--- src/rtl/sh4_wb_arb_if.sv ---
// sh4_wb_arb_if: bundle of the write-back arbiter's request, accept,
// register-file write and scoreboard signals.
//
// Handshake rule for ex0/ex1/mem: a request is accepted on a rising edge
// where both valid and ready are high. A requester may hold valid while
// ready is low. ready never depends combinationally on the same-channel
// valid.
//
// Modports:
//   slave  - the arbiter (takes requests, drives readies, rf_* and busy)
//   master - the requester/observer side (drives requests)
interface sh4_wb_arb_if;
    logic        ex0_valid;
    logic        ex0_ready;
    logic [3:0]  ex0_dst;
    logic        ex0_bank;
    logic [31:0] ex0_data;

    logic        ex1_valid;
    logic        ex1_ready;
    logic [3:0]  ex1_dst;
    logic        ex1_bank;
    logic [31:0] ex1_data;

    logic        mem_valid;
    logic        mem_ready;
    logic [3:0]  mem_dst;
    logic        mem_bank;
    logic [31:0] mem_data;

    logic        rf_wen0;
    logic [3:0]  rf_wdst0;
    logic        rf_wbank0;
    logic [31:0] rf_wdata0;

    logic        rf_wen1;
    logic [3:0]  rf_wdst1;
    logic        rf_wbank1;
    logic [31:0] rf_wdata1;

    logic [23:0] busy;

    modport slave (
        input  ex0_valid, ex0_dst, ex0_bank, ex0_data,
        input  ex1_valid, ex1_dst, ex1_bank, ex1_data,
        input  mem_valid, mem_dst, mem_bank, mem_data,
        output ex0_ready, ex1_ready, mem_ready,
        output rf_wen0, rf_wdst0, rf_wbank0, rf_wdata0,
        output rf_wen1, rf_wdst1, rf_wbank1, rf_wdata1,
        output busy
    );

    modport master (
        output ex0_valid, ex0_dst, ex0_bank, ex0_data,
        output ex1_valid, ex1_dst, ex1_bank, ex1_data,
        output mem_valid, mem_dst, mem_bank, mem_data,
        input  ex0_ready, ex1_ready, mem_ready,
        input  rf_wen0, rf_wdst0, rf_wbank0, rf_wdata0,
        input  rf_wen1, rf_wdst1, rf_wbank1, rf_wdata1,
        input  busy
    );
endinterface

--- src/rtl/sh4_wb_arb.sv ---
// sh4_wb_arb: two-port register-file write-back arbiter.
//   ex0 writes always go to port 0, ex1 writes to port 1 (ex1 is younger, so
//   it wins an equal-destination race by landing on the higher port).
//   Load returns are buffered in an in-order FIFO and drained one per cycle
//   into whichever port is free. A starvation counter forces a drain on
//   port 1 (holding off ex1) if the FIFO head waits STARVE_LIMIT cycles.
//   busy[] flags every physical register with a load still in flight.
//
// Ports:
//   clk  - clock, rising edge
//   rst  - synchronous active-high reset
//   bus  - sh4_wb_arb_if.slave: ex0/ex1/mem requests, rf write ports, busy
module sh4_wb_arb #(
    parameter int FIFO_DEPTH   = 4,
    parameter int STARVE_LIMIT = 8
) (
    input  logic          clk,
    input  logic          rst,
    sh4_wb_arb_if.slave   bus
);
    localparam int PW = (FIFO_DEPTH > 1) ? $clog2(FIFO_DEPTH) : 1;
    localparam int CW = PW + 1;
    localparam int SW = $clog2(STARVE_LIMIT + 1);

    // Banked registers R0-R7 (bank 1) live at physical 16..23.
    function automatic logic [4:0] phys_idx(input logic [3:0] dst, input logic bank);
        if (!dst[3] && bank) phys_idx = {2'b10, dst[2:0]};
        else                 phys_idx = {1'b0, dst};
    endfunction

    logic [3:0]    f_dst_q  [FIFO_DEPTH];
    logic          f_bank_q [FIFO_DEPTH];
    logic [31:0]   f_data_q [FIFO_DEPTH];

    logic [CW-1:0] count_q, count_d;
    logic [PW-1:0] rd_ptr_q, wr_ptr_q;
    logic [SW-1:0] starve_q, starve_d;

    logic          wen0_q, mem0_q, wbank0_q;
    logic [3:0]    wdst0_q;
    logic [31:0]   wdata0_q;
    logic          wen1_q, mem1_q, wbank1_q;
    logic [3:0]    wdst1_q;
    logic [31:0]   wdata1_q;

    logic          nonempty, forced;
    logic          ex0_acc, ex1_acc, mem_acc;
    logic          drain0, drain1, drain;
    logic [23:0]   busy_v;

    assign nonempty = (count_q != '0);
    assign forced   = nonempty && (starve_q == SW'(STARVE_LIMIT));

    // mem_ready uses the registered count only: a full FIFO stays closed
    // even in a cycle where the head drains.
    assign bus.ex0_ready = !rst;
    assign bus.ex1_ready = !rst && !forced;
    assign bus.mem_ready = !rst && (count_q < CW'(FIFO_DEPTH));

    assign ex0_acc = bus.ex0_valid && bus.ex0_ready;
    assign ex1_acc = bus.ex1_valid && bus.ex1_ready;
    assign mem_acc = bus.mem_valid && bus.mem_ready;

    always_comb begin
        drain0 = 1'b0;
        drain1 = 1'b0;
        if (nonempty && !rst) begin
            if (forced)              drain1 = 1'b1;
            else if (!bus.ex0_valid) drain0 = 1'b1;
            else if (!ex1_acc)       drain1 = 1'b1;
        end
        drain   = drain0 || drain1;
        count_d = count_q + CW'(mem_acc) - CW'(drain);

        starve_d = starve_q;
        if (!nonempty || drain)                starve_d = '0;
        else if (starve_q != SW'(STARVE_LIMIT)) starve_d = starve_q + SW'(1);
    end

    always_ff @(posedge clk) begin
        if (mem_acc) begin
            f_dst_q[wr_ptr_q]  <= bus.mem_dst;
            f_bank_q[wr_ptr_q] <= bus.mem_bank;
            f_data_q[wr_ptr_q] <= bus.mem_data;
        end
    end

    always_ff @(posedge clk) begin
        if (rst) begin
            count_q  <= '0;
            rd_ptr_q <= '0;
            wr_ptr_q <= '0;
            starve_q <= '0;
            wen0_q   <= 1'b0;
            mem0_q   <= 1'b0;
            wdst0_q  <= '0;
            wbank0_q <= 1'b0;
            wdata0_q <= '0;
            wen1_q   <= 1'b0;
            mem1_q   <= 1'b0;
            wdst1_q  <= '0;
            wbank1_q <= 1'b0;
            wdata1_q <= '0;
        end else begin
            count_q  <= count_d;
            starve_q <= starve_d;
            if (mem_acc) wr_ptr_q <= wr_ptr_q + PW'(1);
            if (drain)   rd_ptr_q <= rd_ptr_q + PW'(1);

            wen0_q <= ex0_acc || drain0;
            mem0_q <= drain0;
            if (ex0_acc) begin
                wdst0_q  <= bus.ex0_dst;
                wbank0_q <= bus.ex0_bank;
                wdata0_q <= bus.ex0_data;
            end else if (drain0) begin
                wdst0_q  <= f_dst_q[rd_ptr_q];
                wbank0_q <= f_bank_q[rd_ptr_q];
                wdata0_q <= f_data_q[rd_ptr_q];
            end

            wen1_q <= ex1_acc || drain1;
            mem1_q <= drain1;
            if (ex1_acc) begin
                wdst1_q  <= bus.ex1_dst;
                wbank1_q <= bus.ex1_bank;
                wdata1_q <= bus.ex1_data;
            end else if (drain1) begin
                wdst1_q  <= f_dst_q[rd_ptr_q];
                wbank1_q <= f_bank_q[rd_ptr_q];
                wdata1_q <= f_data_q[rd_ptr_q];
            end
        end
    end

    // A load stays busy while buffered and through its rf_wen cycle.
    always_comb begin
        busy_v = '0;
        for (int k = 0; k < FIFO_DEPTH; k++) begin
            logic [PW-1:0] offs;
            offs = PW'(k) - rd_ptr_q;
            if ({1'b0, offs} < count_q) busy_v[phys_idx(f_dst_q[k], f_bank_q[k])] = 1'b1;
        end
        if (wen0_q && mem0_q) busy_v[phys_idx(wdst0_q, wbank0_q)] = 1'b1;
        if (wen1_q && mem1_q) busy_v[phys_idx(wdst1_q, wbank1_q)] = 1'b1;
    end

    assign bus.busy      = rst ? 24'd0 : busy_v;
    assign bus.rf_wen0   = wen0_q;
    assign bus.rf_wdst0  = wdst0_q;
    assign bus.rf_wbank0 = wbank0_q;
    assign bus.rf_wdata0 = wdata0_q;
    assign bus.rf_wen1   = wen1_q;
    assign bus.rf_wdst1  = wdst1_q;
    assign bus.rf_wbank1 = wbank1_q;
    assign bus.rf_wdata1 = wdata1_q;
endmodule

--- src/flat_wrapper.sv ---
// flat-port wrapper written by rule: the top's interface ports become plain ports
module sh4_wb_arb_flat 
#(
    parameter int FIFO_DEPTH   = 4,
    parameter int STARVE_LIMIT = 8
)
  (clk, rst, bus_ex0_valid, bus_ex0_dst, bus_ex0_bank, bus_ex0_data, bus_ex1_valid, bus_ex1_dst, bus_ex1_bank, bus_ex1_data, bus_mem_valid, bus_mem_dst, bus_mem_bank, bus_mem_data, bus_ex0_ready, bus_ex1_ready, bus_mem_ready, bus_rf_wen0, bus_rf_wdst0, bus_rf_wbank0, bus_rf_wdata0, bus_rf_wen1, bus_rf_wdst1, bus_rf_wbank1, bus_rf_wdata1, bus_busy);
  sh4_wb_arb_if bus_i ();
  input  logic clk;
  input  logic rst;
  input wire logic [$bits(bus_i.ex0_valid)-1:0] bus_ex0_valid;
  input wire logic [$bits(bus_i.ex0_dst)-1:0] bus_ex0_dst;
  input wire logic [$bits(bus_i.ex0_bank)-1:0] bus_ex0_bank;
  input wire logic [$bits(bus_i.ex0_data)-1:0] bus_ex0_data;
  input wire logic [$bits(bus_i.ex1_valid)-1:0] bus_ex1_valid;
  input wire logic [$bits(bus_i.ex1_dst)-1:0] bus_ex1_dst;
  input wire logic [$bits(bus_i.ex1_bank)-1:0] bus_ex1_bank;
  input wire logic [$bits(bus_i.ex1_data)-1:0] bus_ex1_data;
  input wire logic [$bits(bus_i.mem_valid)-1:0] bus_mem_valid;
  input wire logic [$bits(bus_i.mem_dst)-1:0] bus_mem_dst;
  input wire logic [$bits(bus_i.mem_bank)-1:0] bus_mem_bank;
  input wire logic [$bits(bus_i.mem_data)-1:0] bus_mem_data;
  output wire logic [$bits(bus_i.ex0_ready)-1:0] bus_ex0_ready;
  output wire logic [$bits(bus_i.ex1_ready)-1:0] bus_ex1_ready;
  output wire logic [$bits(bus_i.mem_ready)-1:0] bus_mem_ready;
  output wire logic [$bits(bus_i.rf_wen0)-1:0] bus_rf_wen0;
  output wire logic [$bits(bus_i.rf_wdst0)-1:0] bus_rf_wdst0;
  output wire logic [$bits(bus_i.rf_wbank0)-1:0] bus_rf_wbank0;
  output wire logic [$bits(bus_i.rf_wdata0)-1:0] bus_rf_wdata0;
  output wire logic [$bits(bus_i.rf_wen1)-1:0] bus_rf_wen1;
  output wire logic [$bits(bus_i.rf_wdst1)-1:0] bus_rf_wdst1;
  output wire logic [$bits(bus_i.rf_wbank1)-1:0] bus_rf_wbank1;
  output wire logic [$bits(bus_i.rf_wdata1)-1:0] bus_rf_wdata1;
  output wire logic [$bits(bus_i.busy)-1:0] bus_busy;
  assign bus_i.ex0_valid = bus_ex0_valid;
  assign bus_i.ex0_dst = bus_ex0_dst;
  assign bus_i.ex0_bank = bus_ex0_bank;
  assign bus_i.ex0_data = bus_ex0_data;
  assign bus_i.ex1_valid = bus_ex1_valid;
  assign bus_i.ex1_dst = bus_ex1_dst;
  assign bus_i.ex1_bank = bus_ex1_bank;
  assign bus_i.ex1_data = bus_ex1_data;
  assign bus_i.mem_valid = bus_mem_valid;
  assign bus_i.mem_dst = bus_mem_dst;
  assign bus_i.mem_bank = bus_mem_bank;
  assign bus_i.mem_data = bus_mem_data;
  assign bus_ex0_ready = bus_i.ex0_ready;
  assign bus_ex1_ready = bus_i.ex1_ready;
  assign bus_mem_ready = bus_i.mem_ready;
  assign bus_rf_wen0 = bus_i.rf_wen0;
  assign bus_rf_wdst0 = bus_i.rf_wdst0;
  assign bus_rf_wbank0 = bus_i.rf_wbank0;
  assign bus_rf_wdata0 = bus_i.rf_wdata0;
  assign bus_rf_wen1 = bus_i.rf_wen1;
  assign bus_rf_wdst1 = bus_i.rf_wdst1;
  assign bus_rf_wbank1 = bus_i.rf_wbank1;
  assign bus_rf_wdata1 = bus_i.rf_wdata1;
  assign bus_busy = bus_i.busy;
  sh4_wb_arb #(.FIFO_DEPTH(FIFO_DEPTH), .STARVE_LIMIT(STARVE_LIMIT)) u_core (.clk(clk), .rst(rst), .bus(bus_i));
endmodule
--- config.mk ---
export PLATFORM = sky130hd
export DESIGN_NAME = sh4_wb_arb_flat
export DESIGN_NICKNAME = d
export VERILOG_FILES = /design/src/rtl/sh4_wb_arb_if.sv /design/src/rtl/sh4_wb_arb.sv /design/src/flat_wrapper.sv
export SDC_FILE = /design/constraint.sdc
export NUM_CORES = 1
export LEC_CHECK = 0
export ABC_AREA = 0
export ABC_CLOCK_PERIOD_IN_PS = 2710
export CAP_MARGIN = 20
export CORE_MARGIN = 5
export CORE_UTILIZATION = 57
export CTS_CLUSTER_DIAMETER = 100
export CTS_CLUSTER_SIZE = 10
export DETAILED_ROUTE_END_ITERATION = 12
export DONT_BUFFER_PORTS = 1
export GPL_TIMING_DRIVEN = 0
export PLACE_DENSITY = 0.75
export SYNTH_ARGS = -nofsm -noshare
export SYNTH_HDL_FRONTEND = slang
export SYNTH_SLANG_ARGS = --single-unit
--- constraint.sdc ---
create_clock -name clk -period 2.71 [get_ports clk]
set_clock_uncertainty 0.1 [all_clocks]
set_input_delay 0.542 -clock clk [delete_from_list [all_inputs] [get_ports clk]]
set_output_delay 0.542 -clock clk [all_outputs]
set_load 0.02 [all_outputs]
### Yosys cells after proc, flatten, opt, wreduce, memory -nomap -nowiden

Memory sizes are Yosys's and may differ from the RTL's. A register that Yosys moved wholly into a read port is not among the register bits.
Index checks and enable logic that the tools add are counted.

* add/sub/neg operators: 9
* multiply operators: 0
* divide/modulo/power cells: 0
* magnitude comparators: 17
* eq/ne operators: 2
* shift operators: 0
* mux-type cells: 58
* bitwise gates (word level): 5
* reduce and logical (&&, ||, !) cells: 38

Operator list (number)
* 2-to-1 mux 24 bit: 7
* 2-to-1 mux 32 bit: 4
* bitwise OR 24 bit: 5
* 2-to-1 mux 5 bit: 12
* less-than comparator 5 x 6 -> 1 bit, second input constant: 6
* demux 1 bit (select 5 bit): 6
* greater-or-equal comparator 5 x 1 -> 1 bit, second input constant: 6
* logical AND 1 bit: 21
* 2-to-1 mux 1 bit: 19
* 2-to-1 mux 4 bit: 4
* less-than comparator 2 x 3 -> 1 bit: 4
* 2-to-1 mux 2 bit: 6
* zero test 1 bit: 9
* adder 2 x 1 -> 2 bit, second input constant: 2
* adder 4 x 1 -> 4 bit, second input constant: 1
* equality test 4 bit, second input constant: 1
* logical OR 1 bit: 4
* inequality test 4 bit, second input constant: 1
* nonzero test 2 bit: 2
* subtractor 1 x 2 -> 2 bit, first input constant: 2
* subtractor 2 bit, first input constant: 2
* adder 3 x 1 -> 3 bit: 1
* less-than comparator 3 bit, second input constant: 1
* nonzero test 3 bit: 1
* 2 further kinds: 2

* bits in registers: 89
* bits in latches: 0
* bits in writable memories: 148
* bits in read-only memories: 0
* input port bits: 116
* output and inout port bits: 103
* word-level logic and storage cells: 146
* memories kept: 3

Memory list
* u_core.f_data_q: words 4, width 32, rd ports 1, clocked after Yosys merged registers in 1, write ports 1, RTL line sh4_wb_arb.sv:33 `logic [31:0] f_data_q [FIFO_DEPTH];`
* u_core.f_dst_q: words 4, width 4, rd ports 5, clocked after Yosys merged registers in 1, write ports 1, RTL line sh4_wb_arb.sv:31 `logic [3:0] f_dst_q [FIFO_DEPTH];`
* u_core.f_bank_q: words 4, width 1, rd ports 5, clocked after Yosys merged registers in 1, write ports 1, RTL line sh4_wb_arb.sv:32 `logic f_bank_q [FIFO_DEPTH];`

### Longest topological paths before layout

* word-level depth: 20
* depth in mapped cells: 10
* gate-level depth less buffers: 10

### Worst setup path before layout

OpenSTA, ideal clock, no wires.

* path type: register to output
* from: register u_core.rd_ptr_q[0]
* to: output bus_busy[8]
* arrival time: 2.374 ns
* required time: 2.068 ns
* slack: -0.306 ns
* stages on the path, launching flop included: 9
* path buffers: 1
* path through: dfxtp_1 buf_4 xnor2_1 inv_1 ha_1 and2b_1 a2111oi_2 a221oi_1 a31oi_1

* longest elaborated chain between the ends: 14
* elaborated cells on any way between the ends: 20
* classes of those cells: 4 x add/sub; 4 x order compare; 7 x mux; 5 x bitwise

RTL lines
* start: declaration: RTL line sh4_wb_arb.sv:36 `logic [PW-1:0] rd_ptr_q, wr_ptr_q;`
* start signal: assignment: RTL line sh4_wb_arb.sv:108 `if (drain) rd_ptr_q <= rd_ptr_q + PW'(1);`
* subtractor 1 x 2 -> 2 bit: RTL line sh4_wb_arb.sv:141 `offs = PW'(k) - rd_ptr_q;`
* less-than comparator 2 x 3 -> 1 bit: RTL line sh4_wb_arb.sv:142 `if ({1'b0, offs} < count_q) busy_v[phys_idx(f_dst_q[k], f_bank_q[k])] = 1'b1;`
* 2-to-1 mux 24 bit: RTL line sh4_wb_arb.sv:142
* bitwise OR 24 bit (no line)
* 2-to-1 mux 24 bit: RTL line sh4_wb_arb.sv:142
* bitwise OR 24 bit (no line)
* 2-to-1 mux 24 bit: RTL line sh4_wb_arb.sv:142
* bitwise OR 24 bit (no line)
* 2-to-1 mux 24 bit *: RTL line sh4_wb_arb.sv:142
* bitwise OR 24 bit (no line)
* 2-to-1 mux 24 bit *: RTL line sh4_wb_arb.sv:144 `if (wen0_q && mem0_q) busy_v[phys_idx(wdst0_q, wbank0_q)] = 1'b1;`
* bitwise OR 24 bit (no line)
* 2-to-1 mux 24 bit *: RTL line sh4_wb_arb.sv:145 `if (wen1_q && mem1_q) busy_v[phys_idx(wdst1_q, wbank1_q)] = 1'b1;`
* 2-to-1 mux 24 bit *: RTL line sh4_wb_arb.sv:148 `assign bus.busy = rst ? 24'd0 : busy_v;`
* end: declaration: RTL line flat_wrapper.sv:34 `output wire logic [$bits(bus_i.busy)-1:0] bus_busy;`

Every way passes the cells marked *; elsewhere a longest branch is shown, timed or not.

### Worst setup path after layout

* from: register u_core.rd_ptr_q[0]
* to: output bus_busy[23]

Same word-level chain as after synthesis.

==> metrics.txt <==
CP Data Arrival Time=between 2 and 3 ns; initial antenna violation count=1; Final Wtd Congestion=~0.96; Max-slew headroom=0.323; final hold vios=0; total number of vias=about 8600; synthesized flop and latch total=between 200 and 250; antenna viol nets, final=0; Synth cell types=59; slowest cell on the critical path=dfxtp_2; htree depth=1; final worst slack=-0.611 ns; commonest non-fill, non-tap cell in the layout=edfxtp_1; crit-path cells=xnor2_4, inv_1, ha_1, and2b_4, buf_12, a2111oi_4, buf_6, buf_6, a221oi_4, o21ai_4; Yosys Warn Count=0; syn nets=approximately 1000; crit start category=flop; Die ar.=0.0221 sq mm; FF/Latch Area=between 0.006 and 0.007 sq mm; worst hold path type=primary input to flop; Num CTS Buffers=27; CP Buf/Inv Count=4; FF-to-FF Start=u_core.count_q[2]$_SDFF_PP0_; crit-path max cell delay=0.38 ns; final period utilization=1.23; Post-synth EDFFs=between 100 and 150; total track usage=0.295; chip height=between 100 and 150 um; Die W=around 150 um; Syn-to-layout area delta=20.5%; run status=complete, but fails checks; Core Footprint=around 0.019 sq mm; placed inst area=about 0.012 sq mm; multi-input logic area=between 0.004 and 0.005 sq mm; Final min period=around 3.3 ns; Synth top area share=0.406; worst slew pin tran=a little over 1 ns; setup TNS=-12.27 ns; Starting Density=0.581; CTS Sinks=239; worst reg-to-reg path cell count=9; Crit Path Max Fanout=6; failing checks=negative setup slack; GRT Residual Overflow=0; RSZ-0062 raised after global routing=yes; Fillers=roughly 1300; commonest non-fill, non-tap cells in the layout=edfxtp_1 (148), dfxtp_1 (88), nand3_1 (80); critical path class=flop to primary output; Mapped Area=approximately 0.011 sq mm; Worst path most repeated cell=buf_6; Final Cell Area=0.0132 sq mm; ranking of synthesized cells by area=edfxtp_1 (41%), dfxtp_1 (17%), mux4_2 (7.6%); Avg Vias per Cell=6.81; # IOs=~220; Inst Count DP=~1200; Avg Cell Area, Syn=roughly 12 sq um; number of global-route vias before repair=about 8600; Layout Cells excl Fill=around 1300; Wirelength per Cell=roughly 27 um; root buf cell=clkbuf_16; Async SR Flop Fraction=0; CTS tree=built; I/O Buffers=0; PwrDens=a little under 900 mW/mm^2; Post-Place Worst Slack=-0.312 ns; first-pass GRT wire length=~50000 um; max cap viols=0; final setup vio count=24; top_reg_cell synth=edfxtp_1; area leader, netlist=edfxtp_1; post-synthesis sequential area ratio=0.572; achievable frequency=0.301 GHz; largest net degree at the start of global routing=34; Longest Clk Path Bufs=3; Peak supply drop=between 0.5 and 0.6 mV; nets=around 1100; clock-pin slew on the worst setup and hold paths=~0.060 ns; HPWL after DPL=roughly 23000 um; CP endpoint kind=primary output; Worst path top cell family by delay=compound AO/OA/AOI/OAI gates; Final Max Tran Viols=0; R2R setup slack=~0.13 ns; hold worst-path end=u_core.bus.rf_wdata0[8]$_SDFFE_PP0P_; HP Start=bus_ex0_data[8]; Lkg Pwr=~4.3 nW; clock insertion delay at the later pin of the skew report=0.53 ns; row count=50; DRT Wirelength=~34000 um; DRT iter0 DRCs=910; drt pass-1 iters=8; hold depth=2; Core Util, Final=0.701; share of cells above drive strength 1=0.181; Critical Path RT=between 2 and 2.5 ns; Worst R2R End=u_core.count_q[2]$_SDFF_PP0_; cell count after synthesis=roughly 890; DRC=0
cell usage after synthesis, types with 6 or more instances:
library cell,count
a221oi_1,45
o21ai_0,6
nor2_1,16
nor3b_1,10
nand2b_1,11
mux4_2,37
nor2b_1,14
inv_1,57
dfxtp_1,91
nand3_1,81
a22oi_1,40
o22ai_1,11
ha_1,12
buf_1,8
clkbuf_1,42
a21oi_1,80
xnor2_1,6
a32oi_1,13
a222oi_1,8
buf_4,10
edfxtp_1,148
nand2_1,18
buf_2,16
nor3_1,13
a31oi_1,19
nand4_1,7
per-layer routing:
| metal | share of wire | wire length, um | up-vias | GRT usage |
|---|---|---|---|---|
| met5 | 0 | 0 | - | 0 |
| met4 | 0.029 | 975 | 0 | 0.0947 |
| met3 | 0.12 | 4140 | 78 | 0.0814 |
| met2 | 0.47 | 15900 | 602 | 0.475 |
| met1 | 0.38 | 12800 | 4191 | 0.389 |
| li1 | - | - | 3717 | - |
registers in the layout, summed over array words and instances, names as in the netlist, 2 cells and up, named ones only:
signal / cells
u_core.f_data_q: 128
u_core.bus.rf_wdata0: 32
u_core.bus.rf_wdata1: 32
u_core.f_dst_q: 16
u_core.bus.rf_wdst0: 4
u_core.bus.rf_wdst1: 4
u_core.f_bank_q: 4
u_core.starve_q: 4
u_core.count_q: 3
u_core.rd_ptr_q: 2
u_core.wr_ptr_q: 2
cells by family after synthesis:
| group | Yosys count | share of synthesized area |
|---|---|---|
| mux | 37 | 0.0761 |
| fa+ha+maj | 13 | 0.0155 |
| xor+xnor | 7 | 0.00560 |
| simple gates | 208 | 0.107 |
| compound gates | 256 | 0.172 |
| flops | 239 | 0.572 |
| buf+inv | 134 | 0.0519 |
stage by stage:
step                power [mW]  hold WS [ns]
floorplan                 6.84         0.330
global placement          7.61         0.347
detailed placement        7.69         0.355
CTS                       11.3      0.000127
global route              11.9        0.0403
finish                    11.5        0.0574
worst register-to-register path, stage by stage, from the launching register on:
cell and delay [ns]:
dfxtp_1 0.35, buf_4 0.20, nor3_1 0.48, a311oi_4 0.12, ha_1 0.33, inv_1 0.04, ha_1 0.19, fa_1 0.40
xnor2_1 0.17, nor2_1 0.06
final cells by class:
class,count,area share
diodes,1,0.000190
plain buffers,75,0.0262
clock buffers,49,0.0575
clock inverters,1,0.00152
inverters,57,0.0162
multi-input cells,521,0.351
flip-flops and latches,239,0.475
well taps,260,0.0247
repair buffers,58,0.0470
where the power goes:
| group | internal (mW) | switching, mW | total (mW) | leakage (nW) |
|---|---|---|---|---|
| clock | 1.88 | 1.39 | 3.27 | 0.368 |
| sequential | 4.19 | 0.478 | 4.67 | 2.09 |
| combinational | 1.40 | 2.14 | 3.53 | 1.82 |
worst max path at each step:
stage                                               start                               to  slack, ns  cells past startpoint
after floorplan           u_core.rd_ptr_q[0]$_SDFFE_PP0N_                      bus_busy[0]       0.02                      8
after global placement                                rst  u_core.f_data_q[1][4]$_DFFE_PP_      -0.77                      3
after detailed placement  u_core.rd_ptr_q[1]$_SDFFE_PP0N_                     bus_busy[12]      -0.31                      6
after CTS                 u_core.rd_ptr_q[0]$_SDFFE_PP0N_                      bus_busy[5]      -0.58                      9
after global routing       u_core.f_dst_q[1][2]$_DFFE_PP_                      bus_busy[5]      -0.72                      4
final                     u_core.rd_ptr_q[0]$_SDFFE_PP0N_                     bus_busy[23]      -0.61                     10
timing repair:
item / in CTS / in global routing
pin swaps: 27 / 22
hold buffers: 38 / 3
setup buffers: 9 / 3
gates cloned: 1 / 0
gates resized for setup: 42 / 18
endpoints found under the hold margin: 138 / 8
endpoints found under the setup margin: 26 / 25
Note: power is estimated with default switching activity, not from simulation.
